`config.mk`:
```
export PLATFORM = sky130hd
export DESIGN_NAME = c_prefix_net_pipe
export DESIGN_NICKNAME = d
export VERILOG_FILES = /design/src/rtl/c_prefix_net_pipe.sv
export SDC_FILE = /design/constraint.sdc
export NUM_CORES = 1
export LEC_CHECK = 0
export CORE_UTILIZATION = 45
export DETAILED_ROUTE_END_ITERATION = 12
export PLACE_DENSITY = 0.68
export SYNTH_ARGS = -nofsm -noshare
export SYNTH_HDL_FRONTEND = slang
export SYNTH_SLANG_ARGS = --single-unit
export TNS_END_PERCENT = 100
```
`constraint.sdc`:
```
create_clock -name clk -period 2.95 [get_ports clk]
set_input_delay 0.295 -clock clk [delete_from_list [all_inputs] [get_ports clk]]
set_output_delay 0.295 -clock clk [all_outputs]
set_load 0.05 [all_outputs]
```
`src/rtl/c_prefix_net_pipe.sv`:
```
// c_prefix_net_pipe: pipelined Kogge-Stone generate/propagate prefix network.
// The log2(width) prefix levels are split over elastic register stages with a
// valid/ready handshake on each side; optional cyclic (wraparound) combining.
// Element 0 is the lowest-order element. The vector is padded at the low end
// with identity elements (g=0, p=1) up to a power of two; padding never shows.
module c_prefix_net_pipe #(
  parameter int WIDTH = 16,
  parameter bit ENABLE_WRAPAROUND = 1'b0,
  parameter int LEVELS_PER_STAGE = 1,
  localparam int DEPTH = $clog2(WIDTH),
  localparam int EXT_WIDTH = 1 << DEPTH,
  localparam int NUM_STAGES = (DEPTH + LEVELS_PER_STAGE - 1) / LEVELS_PER_STAGE,
  localparam int OCC_WIDTH = $clog2(NUM_STAGES + 1)
) (
  input  logic                 clk,
  input  logic                 reset_n,
  input  logic                 flush,
  input  logic                 in_valid,
  output logic                 in_ready,
  input  logic [0:WIDTH-1]     g_in,
  input  logic [0:WIDTH-1]     p_in,
  output logic                 out_valid,
  input  logic                 out_ready,
  output logic [0:WIDTH-1]     g_out,
  output logic [0:WIDTH-1]     p_out,
  output logic [OCC_WIDTH-1:0] occupancy
);

  localparam int PAD = EXT_WIDTH - WIDTH;

  // Illegal parameter combinations stop elaboration.
  if (WIDTH < 2) begin : g_err_width
    $error("c_prefix_net_pipe: WIDTH must be >= 2");
  end
  if (ENABLE_WRAPAROUND && (EXT_WIDTH != WIDTH)) begin : g_err_wrap
    $error("c_prefix_net_pipe: wraparound needs a power-of-two WIDTH");
  end
  if ((LEVELS_PER_STAGE < 1) || (LEVELS_PER_STAGE > DEPTH)) begin : g_err_lps
    $error("c_prefix_net_pipe: LEVELS_PER_STAGE must be in 1..DEPTH");
  end

  // Applies prefix levels lo..hi-1 to a (g, p) vector; returns {p, g}.
  // Elements whose partner index falls below 0 pass through unchanged in the
  // linear case (equivalent to combining with an identity element). In the
  // cyclic case the partner index wraps modulo EXT_WIDTH, which is exactly
  // what truncating the signed offset to DEPTH bits gives.
  function automatic logic [2*EXT_WIDTH-1:0] prefix_levels(
    input logic [EXT_WIDTH-1:0] g_i,
    input logic [EXT_WIDTH-1:0] p_i,
    input int                   lo,
    input int                   hi
  );
    logic [EXT_WIDTH-1:0] g_c, p_c, g_n, p_n;
    int src;
    g_c = g_i;
    p_c = p_i;
    for (int l = 0; l < DEPTH; l++) begin
      if (l >= lo && l < hi) begin
        g_n = g_c;
        p_n = p_c;
        for (int i = 0; i < EXT_WIDTH; i++) begin
          src = i - (1 << l);
          if (src >= 0 || ENABLE_WRAPAROUND) begin
            g_n[i] = g_c[i] | (p_c[i] & g_c[DEPTH'(src)]);
            p_n[i] = p_c[i] & p_c[DEPTH'(src)];
          end
        end
        g_c = g_n;
        p_c = p_n;
      end
    end
    return {p_c, g_c};
  endfunction

  // Padded input vectors, element k at bit k.
  logic [EXT_WIDTH-1:0] ext_g, ext_p;

  for (genvar gi = 0; gi < EXT_WIDTH; gi++) begin : g_pad
    if (gi < PAD) begin : g_ident
      assign ext_g[gi] = 1'b0;
      assign ext_p[gi] = 1'b1;
    end else begin : g_data
      assign ext_g[gi] = g_in[gi-PAD];
      assign ext_p[gi] = p_in[gi-PAD];
    end
  end

  logic [EXT_WIDTH-1:0]  stage_g_q [NUM_STAGES];
  logic [EXT_WIDTH-1:0]  stage_p_q [NUM_STAGES];
  logic [EXT_WIDTH-1:0]  stage_g_d [NUM_STAGES];
  logic [EXT_WIDTH-1:0]  stage_p_d [NUM_STAGES];
  logic [EXT_WIDTH-1:0]  src_g     [NUM_STAGES];
  logic [EXT_WIDTH-1:0]  src_p     [NUM_STAGES];
  logic [EXT_WIDTH-1:0]  lvl_g     [NUM_STAGES];
  logic [EXT_WIDTH-1:0]  lvl_p     [NUM_STAGES];
  logic [NUM_STAGES-1:0] valid_q, valid_d;
  logic [NUM_STAGES-1:0] up_valid;
  logic [NUM_STAGES-1:0] stage_ready;

  // Per-stage combinational slice of the network; the last stage may carry
  // fewer levels than LEVELS_PER_STAGE.
  for (genvar gi = 0; gi < NUM_STAGES; gi++) begin : g_stage
    localparam int LO = gi * LEVELS_PER_STAGE;
    localparam int HI = (LO + LEVELS_PER_STAGE > DEPTH) ? DEPTH : LO + LEVELS_PER_STAGE;
    if (gi == 0) begin : g_first
      assign src_g[gi]    = ext_g;
      assign src_p[gi]    = ext_p;
      assign up_valid[gi] = in_valid;
    end else begin : g_next
      assign src_g[gi]    = stage_g_q[gi-1];
      assign src_p[gi]    = stage_p_q[gi-1];
      assign up_valid[gi] = valid_q[gi-1];
    end
    assign {lvl_p[gi], lvl_g[gi]} = prefix_levels(src_g[gi], src_p[gi], LO, HI);
  end

  // Ready chain from the consumer back to the input: a stage can take a beat
  // when it is empty or everything downstream of it can move.
  always_comb begin
    logic r;
    r = out_ready;
    stage_ready = '0;
    for (int s = NUM_STAGES - 1; s >= 0; s--) begin
      r = ~valid_q[s] | r;
      stage_ready[s] = r;
    end
  end

  // Next stage state: load when ready, hold when stalled, flush drops validity.
  always_comb begin
    valid_d = valid_q;
    for (int s = 0; s < NUM_STAGES; s++) begin
      stage_g_d[s] = stage_g_q[s];
      stage_p_d[s] = stage_p_q[s];
      if (flush) begin
        valid_d[s] = 1'b0;
      end else if (stage_ready[s]) begin
        valid_d[s] = up_valid[s];
      end
      if (stage_ready[s] && up_valid[s]) begin
        stage_g_d[s] = lvl_g[s];
        stage_p_d[s] = lvl_p[s];
      end
    end
  end

  // Stage registers with asynchronous clear of data and valid bits.
  always_ff @(posedge clk or negedge reset_n) begin
    if (!reset_n) begin
      valid_q <= '0;
      for (int s = 0; s < NUM_STAGES; s++) begin
        stage_g_q[s] <= '0;
        stage_p_q[s] <= '0;
      end
    end else begin
      valid_q <= valid_d;
      for (int s = 0; s < NUM_STAGES; s++) begin
        stage_g_q[s] <= stage_g_d[s];
        stage_p_q[s] <= stage_p_d[s];
      end
    end
  end

  // Occupancy is the population count of the current stage valid bits.
  always_comb begin
    occupancy = '0;
    for (int s = 0; s < NUM_STAGES; s++) begin
      occupancy = occupancy + OCC_WIDTH'(valid_q[s]);
    end
  end

  assign in_ready  = stage_ready[0];
  assign out_valid = valid_q[NUM_STAGES-1];

  // Strip the low-end padding from the final stage.
  for (genvar gi = 0; gi < WIDTH; gi++) begin : g_out_map
    assign g_out[gi] = stage_g_q[NUM_STAGES-1][PAD+gi];
    assign p_out[gi] = stage_p_q[NUM_STAGES-1][PAD+gi];
  end

endmodule

```
==> flow_summary.ini, run 1 <==
[status]
status = complete, no violations

[detailed_routing]
routed_wl_um = 7490
remaining_drc_errors = 0
ant_nets = 0
initialDrtViolationCount = 76
vias = 2625
drt_pass1_iterations = 4
via_per_inst = 4.92
post_drt_wl_per_cell_um = 14.0

[yosys]
synth.top_cell.area_share_pct = 60.9
synth_cell_types = 24
synth_cells = 333
ys_seq_area_share_pct = 60.9
yosys_warnings = 0
synthesis.area_mm2 = 0.00427
syn_area_per_cell_um2 = 12.8
synth.top_cells.by_area = dfrtp_1 61%, mux2_2 12%, mux2i_1 7.5%
synth_largest_area_cell = dfrtp_1
synth-seq-cells = 104

[timing]
hold_violations = 0
rsz0062_at_grt = false
setup_tns_ns = 0
fin_crit_ns = 2.81
tightest_slew_ns = 0.728
timing_max_transition_violations_final = 0
slew-limit-headroom_pct = 51.5
setup_viol = 0
hold_slack_ns = 0.488
setup_slack_ns = 0.145
fmax_ghz = 0.357
clock_skew_ns = 0.0128
finalCritPeriodShare_pct = 95.1

[placed_design]
post-place-ws_ns = 0.368
numPortBuffers = 59
placed_cell_area_mm2 = 0.00499
place_hpwl_um = 5300
dp_cells = 516
gp_congestion = 0.750

[layout]
fillers = 822
n_antenna_cell = 0
seq_area_mm2 = 0.00260
final_util_pct = 55.9
multi_input_area_mm2 = 0.00141
drive_gt1_share_pct = 18.1
instances_no_fill = 533
final_area_mm2 = 0.00517
nets = 439
area_growth_pct = 20.9

[critical_path]
path_max_fanout = 5
crit_type = reg -> out
slowest_stage = clkdlybuf4s50_1
path_buf_inv = 3
startpoint_type = register
worst-path-stages = 6
endpoint_kind = output pin
critPathTopFamily = buffers and inverters
r2r_setup_slack_ns = 1.08
rr_worst_depth = 4
crit_chain = inv_1 -> fa_1 -> inv_1 -> ha_1 -> ha_1 -> clkdlybuf4s50_1
worstReg2RegStart = valid_q[3]
worstPathRequired_ns = 2.65
max_stage_delay_ns = 0.79
crit_arrival_ns = 2.51
r2r-end = src_g[37]

[clock_tree]
numCtsBuffers = 9
post_cts_buffers = 0
clock_sinks = 104
cts_root_buf = clkbuf_8
clock_latency_ns = 0.36
cts_tree = yes
htree_levels = 3
clockBufferDepth = 2
clkTransAtPathRegs_ns = 0.10

[global_route]
grt_util_all_layers_pct = 17.0
grt_pass1_vias = 2598
antenna_found_initial = 0
grt_pass1_wl_um = 12900
grt_remaining_overflow = 0
grt_max_degree = 56

[floorplanning]
die_h_um = 99.4
coreArea_mm2 = 0.00924
fp.dieArea_mm2 = 0.00989
fp-row-count = 35
io_pins = 74
start_util_pct = 46.2
die_x_um = 99.4

[power]
power_density_mw_per_mm2 = 732
ir_drop_mv = 0.290
power_leakage_nw = 2.44
power_mw = 3.78

[hold_path]
min_to = src_g[28]
min_path_cells = 1
hp-class = reg -> reg
hold_start = src_g[44]

[run]
max_cap_violations = 0
==> worst reg2reg max path: stages (launching register included) <==
cell	delay, ns
dfrtp_1	0.40
nand2b_1	0.22
o21ai_2	0.66
buf_4	0.30
mux2i_1	0.21
==> cell families after synthesis <==
kind of cell	count (synthesis)	share of synthesized area (%)
other	1	0.0878
multiplexers	82	20.7
adder cells (fa/ha/maj)	3	1.05
flip-flops	104	60.9
AO/OA/AOI/OAI	56	7.85
AND/OR/NAND/NOR	28	2.84
buffers and inverters	59	6.59
==> worst max-delay path by stage <==
| stage | startpoint | endpoint | slack [ns] |
|---|---|---|---|
| 2_1_floorplan | valid_q[3] | occupancy[1] | 0.62 |
| 3_3_place_gp | valid_q[0] | occupancy[1] | 0.41 |
| 3_5_place_dp | valid_q[0] | occupancy[1] | 0.37 |
| 4_1_cts | valid_q[1] | occupancy[2] | 0.12 |
| 5_1_grt | valid_q[1] | occupancy[2] | 0.04 |
| 6_report | valid_q[1] | occupancy[2] | 0.14 |
==> per-layer routing <==
metal	GRT usage (%)	share of wire (%)	vias to the layer above
met5	0	0	-
met4	7.81	1.8	0
met3	2.67	4.1	11
met2	26.4	46	62
met1	23.5	48	1308
li1	-	-	1244
==> registers in the layout, indices dropped and copies added, names as in the netlist <==
signal / cells
g_out: 16
lvl_g: 14
lvl_p: 14
p_out: 9
src_g: 34
src_p: 13
valid_q: 4
==> final cells by class <==
type	instances	share of cell area, %
clock buffer	10	2.66
clock inverter	6	0.678
inverter	40	2.91
multi-input combinational	176	27.3
sequential	104	50.4
tap	129	3.12
timing repair buffer	68	13.0
==> placed cells by master, fill, tap and decap left out, types with 4 or more instances in the layout <==
cell type	netlist	final
dfrtp_1	104	104
clkdlybuf4s50_1	0	57
mux2_2	44	44
inv_1	39	39
mux2i_1	32	32
a21oi_1	24	24
o21ai_0	20	20
nand2_1	14	14
clkbuf_8	0	10
nand3_1	9	9
o2bb2ai_1	8	8
buf_4	9	8
conb_1	1	7
mux2_1	6	6
clkinv_2	0	4
==> report_power, final <==
part	internal (mW)	switching (mW)
combinational	0.444	0.674
sequential	1.71	0.162
clock	0.324	0.468
total	2.48	1.30
==> synth_stat cells <==
| library cell | count |
|---|---|
| dfrtp_1 | 104 |
| a21oi_1 | 24 |
| inv_1 | 39 |
| buf_6 | 3 |
| ha_1 | 2 |
| o2bb2ai_1 | 8 |
| mux2i_1 | 32 |
| nand3_1 | 9 |
| inv_2 | 1 |
| clkbuf_1 | 4 |
| buf_4 | 9 |
| conb_1 | 1 |
| fa_1 | 1 |
| o31ai_4 | 1 |
| mux2_1 | 6 |
| nand2_1 | 14 |
| o21ai_0 | 20 |
| nand2b_1 | 1 |
| buf_2 | 3 |
| a31oi_1 | 1 |
| nor2_1 | 3 |
| mux2_2 | 44 |
| nor2b_1 | 1 |
| o21ai_2 | 2 |
==> what timing repair did <==
action                                  4_1_cts  5_1_grt
gates resized for setup                       1        0
endpoints found under the hold margin        38        0
endpoints found under the setup margin        1        0
hold buffers                                  1        0
Power figures use the tool's default switching activity.
==> run 2, diff against run 1 <==
- CORE_UTILIZATION: 45 -> 50
- PLACE_DENSITY: 0.68 -> 0.74
==> run 2 against run 1 <==
Against the previous run: largest cell class unchanged; clock skew decreased by 0.0013 ns; register-to-register slack improved by 0.09 ns; clock-buffer cell count stayed put; worst hold slack got worse by 0.12 ns; maximum frequency fell by 0.16%; cell count shrank 4.9%; first-iteration DRC count increased by 59%; sequential power is essentially flat; sequential cell count unchanged; wire length shrank 1.4%.
==> flow_summary.ini, run 2 (synthesis results as in run 1) <==
[hold_path]
hp-class = in -> async

[detailed_routing]
initialDrtViolationCount = 121
via_per_inst = 5.12
vias = 2594
drt_pass1_iterations = 4
post_drt_wl_per_cell_um = 14.6
remaining_drc_errors = 0
ant_nets = 0
routed_wl_um = 7380

[critical_path]
endpoint_kind = output pin
slowest_stage = clkdlybuf4s50_1
max_stage_delay_ns = 0.79
worstPathRequired_ns = 2.65
path_buf_inv = 3
path_max_fanout = 5
critPathTopFamily = buffers and inverters
crit_chain = inv_1 -> fa_1 -> inv_1 -> ha_1 -> ha_1 -> clkdlybuf4s50_1
crit_arrival_ns = 2.51
startpoint_type = register
crit_type = reg -> out

[layout]
drive_gt1_share_pct = 17.7
layout_common_cells = 104 x dfrtp_1, 57 x clkdlybuf4s50_1, 44 x mux2_2
final_common_cell = dfrtp_1
largest_reg_flops = 34
instances_no_fill = 507
area_growth_pct = 20.6
n_antenna_cell = 0
nets = 437

[timing]
rsz0062_at_grt = false
setup_slack_ns = 0.141
fin_crit_ns = 2.81
timing_max_transition_violations_final = 0
setup_tns_ns = 0
clock_skew_ns = 0.0115
finalCritPeriodShare_pct = 95.2
slew-limit-headroom_pct = 53.6
setup_viol = 0
tightest_slew_ns = 0.694
hold_violations = 0
fmax_ghz = 0.356

[power]
ir_drop_mv = 0.344
internal_power_mw = 2.57
comb_power_share_pct = 28.7
p_seq_share_pct = 48.3
clockPowerShare_pct = 23.1
power_density_mw_per_mm2 = 755
power_leakage_nw = 2.44
p_sw_mw = 1.32
switching_share_pct = 33.9

[clock_tree]
numCtsBuffers = 9
cts_root_buf = clkbuf_8
htree_levels = 3
clockBufferDepth = 2
cts_tree = yes
clock_sinks = 104
clkTransAtPathRegs_ns = 0.10
clock_latency_ns = 0.37

[placed_design]
post-place-ws_ns = 0.329
place_hpwl_um = 5200
dp_cells = 490
numPortBuffers = 59
gp_congestion = 0.783

[global_route]
grt_pass1_vias = 2614
grt_max_degree = 80
grt_util_all_layers_pct = 19.0
grt_remaining_overflow = 0
antenna_found_initial = 0
grt_pass1_wl_um = 12600

[floorplanning]
fp.dieArea_mm2 = 0.00892
die_x_um = 94.4
io_pins = 74
fp-row-count = 33
coreArea_mm2 = 0.00826
die_h_um = 94.4
start_util_pct = 51.7

[status]
status = complete, no violations

[run]
max_cap_violations = 0
[run 2: changes by cell type in the layout (fill, tap and decap cells not counted)]
| cell | change |
|---|---|
| clkinv_2 | -3 |
| buf_4 | -2 |
| bufinv_16 | +1 |
| clkinv_4 | +1 |
| inv_6 | +1 |
[run 2: timing repair]
item | CTS | global route
hold endpoints to repair | 25 | 0
setup buffers | 0 | 0
hold buffers | 1 | 0
setup endpoints to repair | 1 | 0
resized for setup | 1 | 0
[run 2: metal layers]
metal / global-route usage (%) / part of all wire, % / vias up
met3: 4.11 / 3.0 / 9
met5: 0 / 0 / -
met4: 7.69 / 1.8 / 0
li1: - / - / 1244
met2: 28.2 / 47 / 57
met1: 27.2 / 48 / 1284
[run 2: power groups by stage]
stage / clock, mW / sequential (mW) / combinational, mW
6_report: 0.897 / 1.88 / 1.12
5_1_grt: 0.982 / 1.92 / 1.19
4_1_cts: 0.919 / 1.88 / 1.13
3_5_place_dp: 0 / 1.91 / 1.13
3_3_place_gp: 0 / 1.90 / 1.10
2_1_floorplan: 0 / 2.28 / 0.345
[run 2: path summary, 6_finish.rpt]
check | slack, ns | cells past startpoint | end | from
setup / recovery | 0.14 | 6 | occupancy[2] | valid_q[1]
hold / removal | 0.36 | 2 | src_g[46] | reset_n
setup reg to reg | 1.17 | 4 | src_g[31] | valid_q[2]
hold reg to reg | 0.49 | 1 | src_g[26] | src_g[42]
max in group asynchronous | 1.87 | 3 | src_g[42] | reset_n
min in group clk | 0.49 | 1 | src_g[26] | src_g[42]
[run 2: stage by stage]
| stage | util (%) | total power [mW] | area (µm²) | hold slack [ns] |
|---|---|---|---|---|
| 2_1_floorplan | - | 2.62 | 4300 | -0.000591 |
| 3_3_place_gp | 59.8 | 3.00 | 4940 | 0.218 |
| 3_5_place_dp | 59.8 | 3.04 | 4940 | 0.218 |
| 4_1_cts | 62.4 | 3.93 | 5150 | 0.359 |
| 5_1_grt | 62.4 | 4.09 | 5150 | 0.376 |
| 6_report | 62.4 | 3.89 | 5150 | 0.364 |
[run 2: area by class of cell]
cell class | count | area (µm²)
sequential | 104 | 2600
timing repair buffer | 66 | 654
clock buffer | 10 | 138
clock inverter | 6 | 67.6
fill | 676 | 3100
multi-input combinational | 176 | 1410
inverter | 40 | 150
tap | 105 | 131
[run 2: worst register-to-register path, stage by stage (launching register included)]
cell,delay [ns]
dfrtp_1,0.47
inv_2,0.16
o31ai_4,0.25
buf_4,0.39
mux2_2,0.40
==> run 3, diff against run 2 <==
- clock period: 2.95 -> 3.5 ns (I/O delays scaled with it)
==> run 3 against run 2 <==
Against the previous run: clock skew fell by 0.0047 ns; design area rose by 0.17%; clock power fell by 3.3%; critical endpoint is now occupancy[1]; highest routed layer unchanged; critical path type unchanged.
==> flow_summary.ini, run 3 (synthesis results as in run 1) <==
[critical_path]
critPathTopFamily = adder cells
path_buf_inv = 3
endpoint_kind = output pin
slowest_stage = clkdlybuf4s50_1
crit_arrival_ns = 2.69
path_max_fanout = 4
crit_chain = inv_1 -> fa_1 -> inv_1 -> ha_1 -> ha_1 -> clkdlybuf4s50_1
worstPathRequired_ns = 3.15
crit_type = reg -> out
max_stage_delay_ns = 0.79
startpoint_type = register

[placed_design]
post-place-ws_ns = 0.687
gp_congestion = 0.784
place_hpwl_um = 5220
placed_cell_area_mm2 = 0.00493
dp_cells = 490
numPortBuffers = 59

[power]
p_seq_share_pct = 46.7
switching_share_pct = 32.4
power_mw = 3.39
power_leakage_nw = 2.44
ir_drop_mv = 0.310
internal_power_mw = 2.29
power_density_mw_per_mm2 = 656
comb_power_share_pct = 27.7
clockPowerShare_pct = 25.6
p_sw_mw = 1.10

[run]
max_cap_violations = 0

[floorplanning]
fp-row-count = 33
coreArea_mm2 = 0.00826
io_pins = 74
start_util_pct = 51.7
die_h_um = 94.4
die_x_um = 94.4
fp.dieArea_mm2 = 0.00892

[global_route]
grt_util_all_layers_pct = 19.3
antenna_found_initial = 0
grt_remaining_overflow = 0
grt_max_degree = 86
grt_pass1_vias = 2642
grt_pass1_wl_um = 12900

[layout]
final_common_cell = dfrtp_1
fillers = 660
area_growth_pct = 20.8
final_util_pct = 62.5
final_area_mm2 = 0.00516
largest_reg_flops = 34
instances_no_fill = 506
n_antenna_cell = 0
layout_common_cells = 104 x dfrtp_1, 58 x clkdlybuf4s50_1, 44 x mux2_2
nets = 436
drive_gt1_share_pct = 17.2

[detailed_routing]
vias = 2618
routed_wl_um = 7410
drt_pass1_iterations = 4
post_drt_wl_per_cell_um = 14.6
remaining_drc_errors = 0
ant_nets = 0
initialDrtViolationCount = 141
via_per_inst = 5.17

[timing]
timing_max_transition_violations_final = 0
slew-limit-headroom_pct = 30.9
hold_slack_ns = 0.156
setup_viol = 0
setup_tns_ns = 0
fin_crit_ns = 3.04
hold_violations = 0
tightest_slew_ns = 1.04
rsz0062_at_grt = false
setup_slack_ns = 0.465
fmax_ghz = 0.329
finalCritPeriodShare_pct = 86.7
clock_skew_ns = 0.00681

[clock_tree]
ctsResizeCount = 0
numCtsBuffers = 9
cts_tree = yes
clock_sinks = 104
clkTransAtPathRegs_ns = 0.09
cts_root_buf = clkbuf_8
cts_hold_buf = 0
post_cts_buffers = 0
clockBufferDepth = 2
htree_levels = 3
clock_latency_ns = 0.36

[hold_path]
hp-class = in -> async

[status]
status = complete, no violations
==> run 3: changes by cell type in the layout (fill, tap and decap cells not counted), sizes merged <==
cell / delta
bufinv: +2
clkbuf: +1
clkdlybuf4s50: +1
clkinvlp: -2
dlygate4sd3: -1
dlygate4sd2: -1
clkinv: -1
==> run 3: layout make-up <==
cell class / count / area [µm²] / area share [%]
inverter: 40 / 150 / 2.91
clock inverter: 5 / 104 / 2.01
multi-input combinational: 176 / 1410 / 27.3
tap: 105 / 131 / 2.54
sequential: 104 / 2600 / 50.4
clock buffer: 11 / 131 / 2.54
timing repair buffer: 65 / 633 / 12.3
==> run 3: final timing paths <==
| kind | startpoint | endpoint | depth (start not counted) | slack [ns] |
|---|---|---|---|---|
| max in group asynchronous | reset_n | lvl_p[2] | 2 | 2.58 |
| setup reg to reg | valid_q[2] | src_p[24] | 4 | 1.49 |
| hold / removal | reset_n | g_out[14] | 1 | 0.16 |
| min in group clk | src_g[41] | src_g[25] | 1 | 0.49 |
| setup / recovery | valid_q[0] | occupancy[1] | 6 | 0.46 |
| hold reg to reg | src_g[41] | src_g[25] | 1 | 0.49 |
==> run 3: power groups by stage <==
stage / sequential (mW) / clock (mW) / combinational [mW]
after floorplan: 1.92 / 0 / 0.291
after global placement: 1.60 / 0 / 0.929
after detailed placement: 1.61 / 0 / 0.947
after CTS: 1.59 / 0.887 / 0.949
after global routing: 1.62 / 0.931 / 1.00
final: 1.58 / 0.867 / 0.938
==> run 3: layer usage <==
layer	part of all wire, %	track usage (%)	up-vias
li1	-	-	1246
met1	47	27.1	1303
met2	48	29.5	60
met3	3.1	3.06	9
met4	1.9	8.97	0
met5	0	0	-
==> RTL edit 1, RTL diff (config.mk and constraints of run 2) <==
Change the parameter `LEVELS_PER_STAGE` from 1 to 2.
--- a/src/rtl/c_prefix_net_pipe.sv
+++ b/src/rtl/c_prefix_net_pipe.sv
@@ -6,7 +6,7 @@
 module c_prefix_net_pipe #(
   parameter int WIDTH = 16,
   parameter bit ENABLE_WRAPAROUND = 1'b0,
-  parameter int LEVELS_PER_STAGE = 1,
+  parameter int LEVELS_PER_STAGE = 2,
   localparam int DEPTH = $clog2(WIDTH),
   localparam int EXT_WIDTH = 1 << DEPTH,
   localparam int NUM_STAGES = (DEPTH + LEVELS_PER_STAGE - 1) / LEVELS_PER_STAGE,
Ports: changed (resized occupancy); port bits go from 74 to 73. No check against the original RTL was run, so the function may have changed too.
==> RTL edit 1 against run 2 <==
  * Non-clock buffer count is 3 lower
  * First-iteration DRC count is 9.9% lower
  * Area after synthesis is 45% lower
  * Cell area is 42% lower
  * Setup slack better by 0.54 ns
  * Combinational power is 49% lower
  * Critical endpoint is now in_ready
  * Hold slack better by 0.13 ns
  * Sequential share of layout area is 7.0 points lower
  * Routed wire length is 34% lower
  * Power is 53% lower
  * Register-to-register slack worse by 0.36 ns
  * Sequential cell count is 52 lower
  * Maximum frequency is 24% higher
  * Highest routed layer unchanged
==> RTL edit 1: results (changes against run 2) <==
| Metric | Value |
|---|---|
| Status | `finished, final reports clean (unchanged)` |
| Clk tree area frac | `3.22% (was 3.98%)` |
| DP Area | `2890 µm² (was 4940 µm²)` |
| Clock Skew | `0.00778 ns (was 0.0115 ns)` |
| Inverters | `8 (was 40)` |
| CP peak stage delay | `0.82 ns (was 0.79 ns)` |
| Comb_multi_in | `113 (was 176)` |
| Slew @ Worst Pin | `1.16 ns (was 0.694 ns)` |
| CTS-repair resized insts | `0 (was 1)` |
| Hpwl dp | `3560 µm (was 5200 µm)` |
| Clock buffer count from CTS | `5 (was 9)` |
| Mux contribution to synthesized area | `19.4% (was 20.7%)` |
| Port bufs | `58 (was 59)` |
| Clk slew on worst S/H paths | `0.08 ns (was 0.10 ns)` |
| Tot GR Track Use | `21.0% (was 19.0%)` |
| Clk_lat worst skew | `0.30 ns (was 0.37 ns)` |
| Initial DRC count | `109 (was 121)` |
| Plain + repair buffers | `63 (was 66)` |
| Filler instances | `354 (was 676)` |
| Post-Synth Adder-Cell Area | `0.537% (was 1.05%)` |
| Die Footprint | `4940 µm² (was 8920 µm²)` |
| Final hold slack | `0.498 ns (was 0.364 ns)` |
| WL met3 | `130 µm (was 222 µm)` |
| Metal-1 WL | `2230 µm (was 3570 µm)` |
| Worst VDD drop | `350 µV (was 344 µV)` |
| Seq. cell area | `1300 µm² (was 2600 µm²)` |
| FF-to-FF setup slack | `0.81 ns (was 1.17 ns)` |
| Global-route met3 utilization | `3.90% (was 4.11%)` |
| Clkbuf count | `7 (was 10)` |
| Leakage | `1.32 nW (was 2.44 nW)` |
| #FFs+latches synth | `52 (was 104)` |
| Met2 Resource Use GR | `32.7% (was 28.2%)` |
| Distinct cells, synth | `31 (was 24)` |
| Post-synthesis compound-gate area fraction | `11.8% (was 7.85%)` |
| Clock Power | `0.000426 W (was 0.000897 W)` |
| RR Startpoint | `valid_q[0] (was valid_q[2])` |
| Top post-synthesis cells by area | `dfrtp_1 (56%), mux2_4 (9.0%), mux2_2 (6.8%), a21oi_1 (5.6%), buf_6 (2.9%) (was dfrtp_1 (61%), mux2_2 (12%), mux2i_1 (7.5%), inv_1 (3.4%), a21oi_1 (2.8%))` |
| Hold Path Class | `register to register (was input pin to async pin)` |
| WP data arrival | `1.97 ns (was 2.51 ns)` |
==> RTL edit 1: cell count changes in the layout (fill, tap and decap cells not counted), sizes merged, moves of 7 or more <==
cell     delta
o2bb2ai     -8
nand3       -7
dfrtp      -52
inv        -33
o21ai      -18
mux2       -19
mux2i      -27
==> RTL edit 1: stage by stage <==
step           setup slack (ns)  total power [W]  utilization [%]
6_report                  0.681          0.00184             67.9
3_3_place_gp              0.612          0.00142             65.4
2_1_floorplan              1.02          0.00123                -
4_1_cts                   0.677          0.00186             67.9
5_1_grt                   0.600          0.00192             67.9
3_5_place_dp              0.548          0.00143             65.4
==> RTL edit 1: how the worst max path moves through the flow <==
stage,slack (ns),cells past startpoint,to,from
3_3_place_gp,0.61,5,src_p[7],out_ready
6_report,0.68,3,in_ready,valid_q[0]
4_1_cts,0.68,3,in_ready,valid_q[0]
2_1_floorplan,1.02,4,lvl_p[1],valid_q[1]
5_1_grt,0.60,3,in_ready,valid_q[0]
3_5_place_dp,0.55,5,src_p[7],out_ready
==> RTL edit 2, RTL diff (flow settings as in run 2) <==
Without the edit above. Reset style: synchronous (`reset_n`), changed in one clocked block. Comments in the files are not updated.
--- a/src/rtl/c_prefix_net_pipe.sv
+++ b/src/rtl/c_prefix_net_pipe.sv
@@ -145,7 +145,7 @@
   end
 
   // Stage registers with asynchronous clear of data and valid bits.
-  always_ff @(posedge clk or negedge reset_n) begin
+  always_ff @(posedge clk) begin
     if (!reset_n) begin
       valid_q <= '0;
       for (int s = 0; s < NUM_STAGES; s++) begin
Check against the original RTL: differs if reset_n is asserted again (counterexample within 4 cycles, from zero or initial values and one cycle with reset_n low); with reset_n held inactive, the same outputs for 4 cycles.
==> RTL edit 2 against run 2 <==
  * Cell area is 2.4% lower
  * Final cell count is 24% higher
  * Sequential share of layout area is 9.1 points lower
  * Clock skew is 0.0057 ns lower
  * Area after synthesis is 1.8% lower
  * Synthesized cell count is 45% higher
  * Setup slack better by 0.33 ns
  * Routed wire length is 25% higher
  * Sequential cell count stayed put
  * First-iteration DRC count is 40% higher
  * Critical path type unchanged
Power is not compared: it rests on default switching activity, and its combinational part moved more than twofold at a synthesized area within 25%.
==> RTL edit 2: results (changes against run 2) <==
| Metric | Value |
|---|---|
| Plain + repair buffers | `69 (was 66)` |
| DP Cell Count | `611 (was 490)` |
| Initial DRC count | `169 (was 121)` |
| Hold Path Class | `register to register (was input pin to async pin)` |
| DP Area | `4780 µm² (was 4940 µm²)` |
| Mux contribution to synthesized area | `4.05% (was 20.7%)` |
| Vias per cell | `5.67 (was 5.12)` |
| First-pass GRT wire length | `15700 µm (was 12600 µm)` |
| Share of cells above drive strength 1 | `6.13% (was 17.7%)` |
| Slew @ Worst Pin | `0.912 ns (was 0.694 ns)` |
| Async S/R FF share, synth | `0% (was 100%)` |
| Router iterations before antenna repair | `5 (was 4)` |
| Pin count of the biggest net entering global routing | `76 (was 80)` |
| Mapped Cells | `484 (was 333)` |
| Post-Synth Adder-Cell Area | `1.07% (was 1.05%)` |
| Comb_multi_in | `326 (was 176)` |
| Distinct cells, synth | `28 (was 24)` |
| Final worst setup slack | `0.475 ns (was 0.141 ns)` |
| CP delay by family, top | `adder cells (was buffers and inverters)` |
| Met1 global-route usage | `32.3% (was 27.2%)` |
| Final nets | `557 (was 437)` |
| Pre-CTS WS | `0.580 ns (was 0.329 ns)` |
| Mean routed wirelength per cell | `14.7 µm (was 14.6 µm)` |
| Worst Path Max Fanout | `8 (was 5)` |
| RR Startpoint | `valid_q[2] (unchanged)` |
| WP data arrival | `2.18 ns (was 2.51 ns)` |
| Metal-1 WL | `4520 µm (was 3570 µm)` |
| Worst Setup SP | `valid_q[3] (was valid_q[1])` |
| Inverters | `7 (was 40)` |
| Met2 Resource Use GR | `34.7% (was 28.2%)` |
| Tot GR Track Use | `22.5% (was 19.0%)` |
| Status | `finished, final reports clean (unchanged)` |
| Syn Area/Cell | `8.67 µm² (was 12.8 µm²)` |
| Register area share after synthesis | `49.6% (was 60.9%)` |
| Filler instances | `731 (was 676)` |
| Slowest cell on crit path | `fa_1 (was clkdlybuf4s50_1)` |
| Most instantiated cells after synthesis | `dfxtp_1 (104), a21oi_1 (100), o21ai_0 (62) (was dfrtp_1 (104), mux2_2 (44), inv_1 (39))` |
| Final Instance Area | `5030 µm² (was 5150 µm²)` |
| Global-route met3 utilization | `3.41% (was 4.11%)` |
| Clock Skew | `0.00584 ns (was 0.0115 ns)` |
| Vias in the first global route | `3226 (was 2614)` |
| Post-synthesis compound-gate area fraction | `25.5% (was 7.85%)` |
| WL met3 | `393 µm (was 222 µm)` |
| FF-to-FF setup slack | `0.84 ns (was 1.17 ns)` |
## RTL edit 2: worst min-delay path by stage
| stage | to | slack (ns) | cells past startpoint |
|---|---|---|---|
| after floorplan | stage_g_q[0][15] | 0.43 | 2 |
| after CTS | stage_g_q[0][10] | 0.47 | 2 |
| after detailed placement | stage_g_q[0][10] | 0.46 | 2 |
| after global placement | stage_g_q[0][10] | 0.45 | 2 |
| final | stage_g_q[0][10] | 0.47 | 2 |
| after global routing | stage_g_q[0][10] | 0.48 | 3 |
## RTL edit 2: worst reg2reg max path: cells and delay by family (launching register included)
kind | cells | cell delay, ns
AND/OR/NAND/NOR | 1 | 0.74
AO/OA/AOI/OAI | 2 | 0.69
flip-flops | 1 | 0.34
buffers and inverters | 1 | 0.30
## RTL edit 2: report_power, final
group          switching (W)  leakage [nW]  internal (W)
clock network       0.000464         0.127      0.000614
registers          0.0000219         0.844       0.00143
logic               0.000106         0.812     0.0000791
total               0.000593          1.78       0.00213
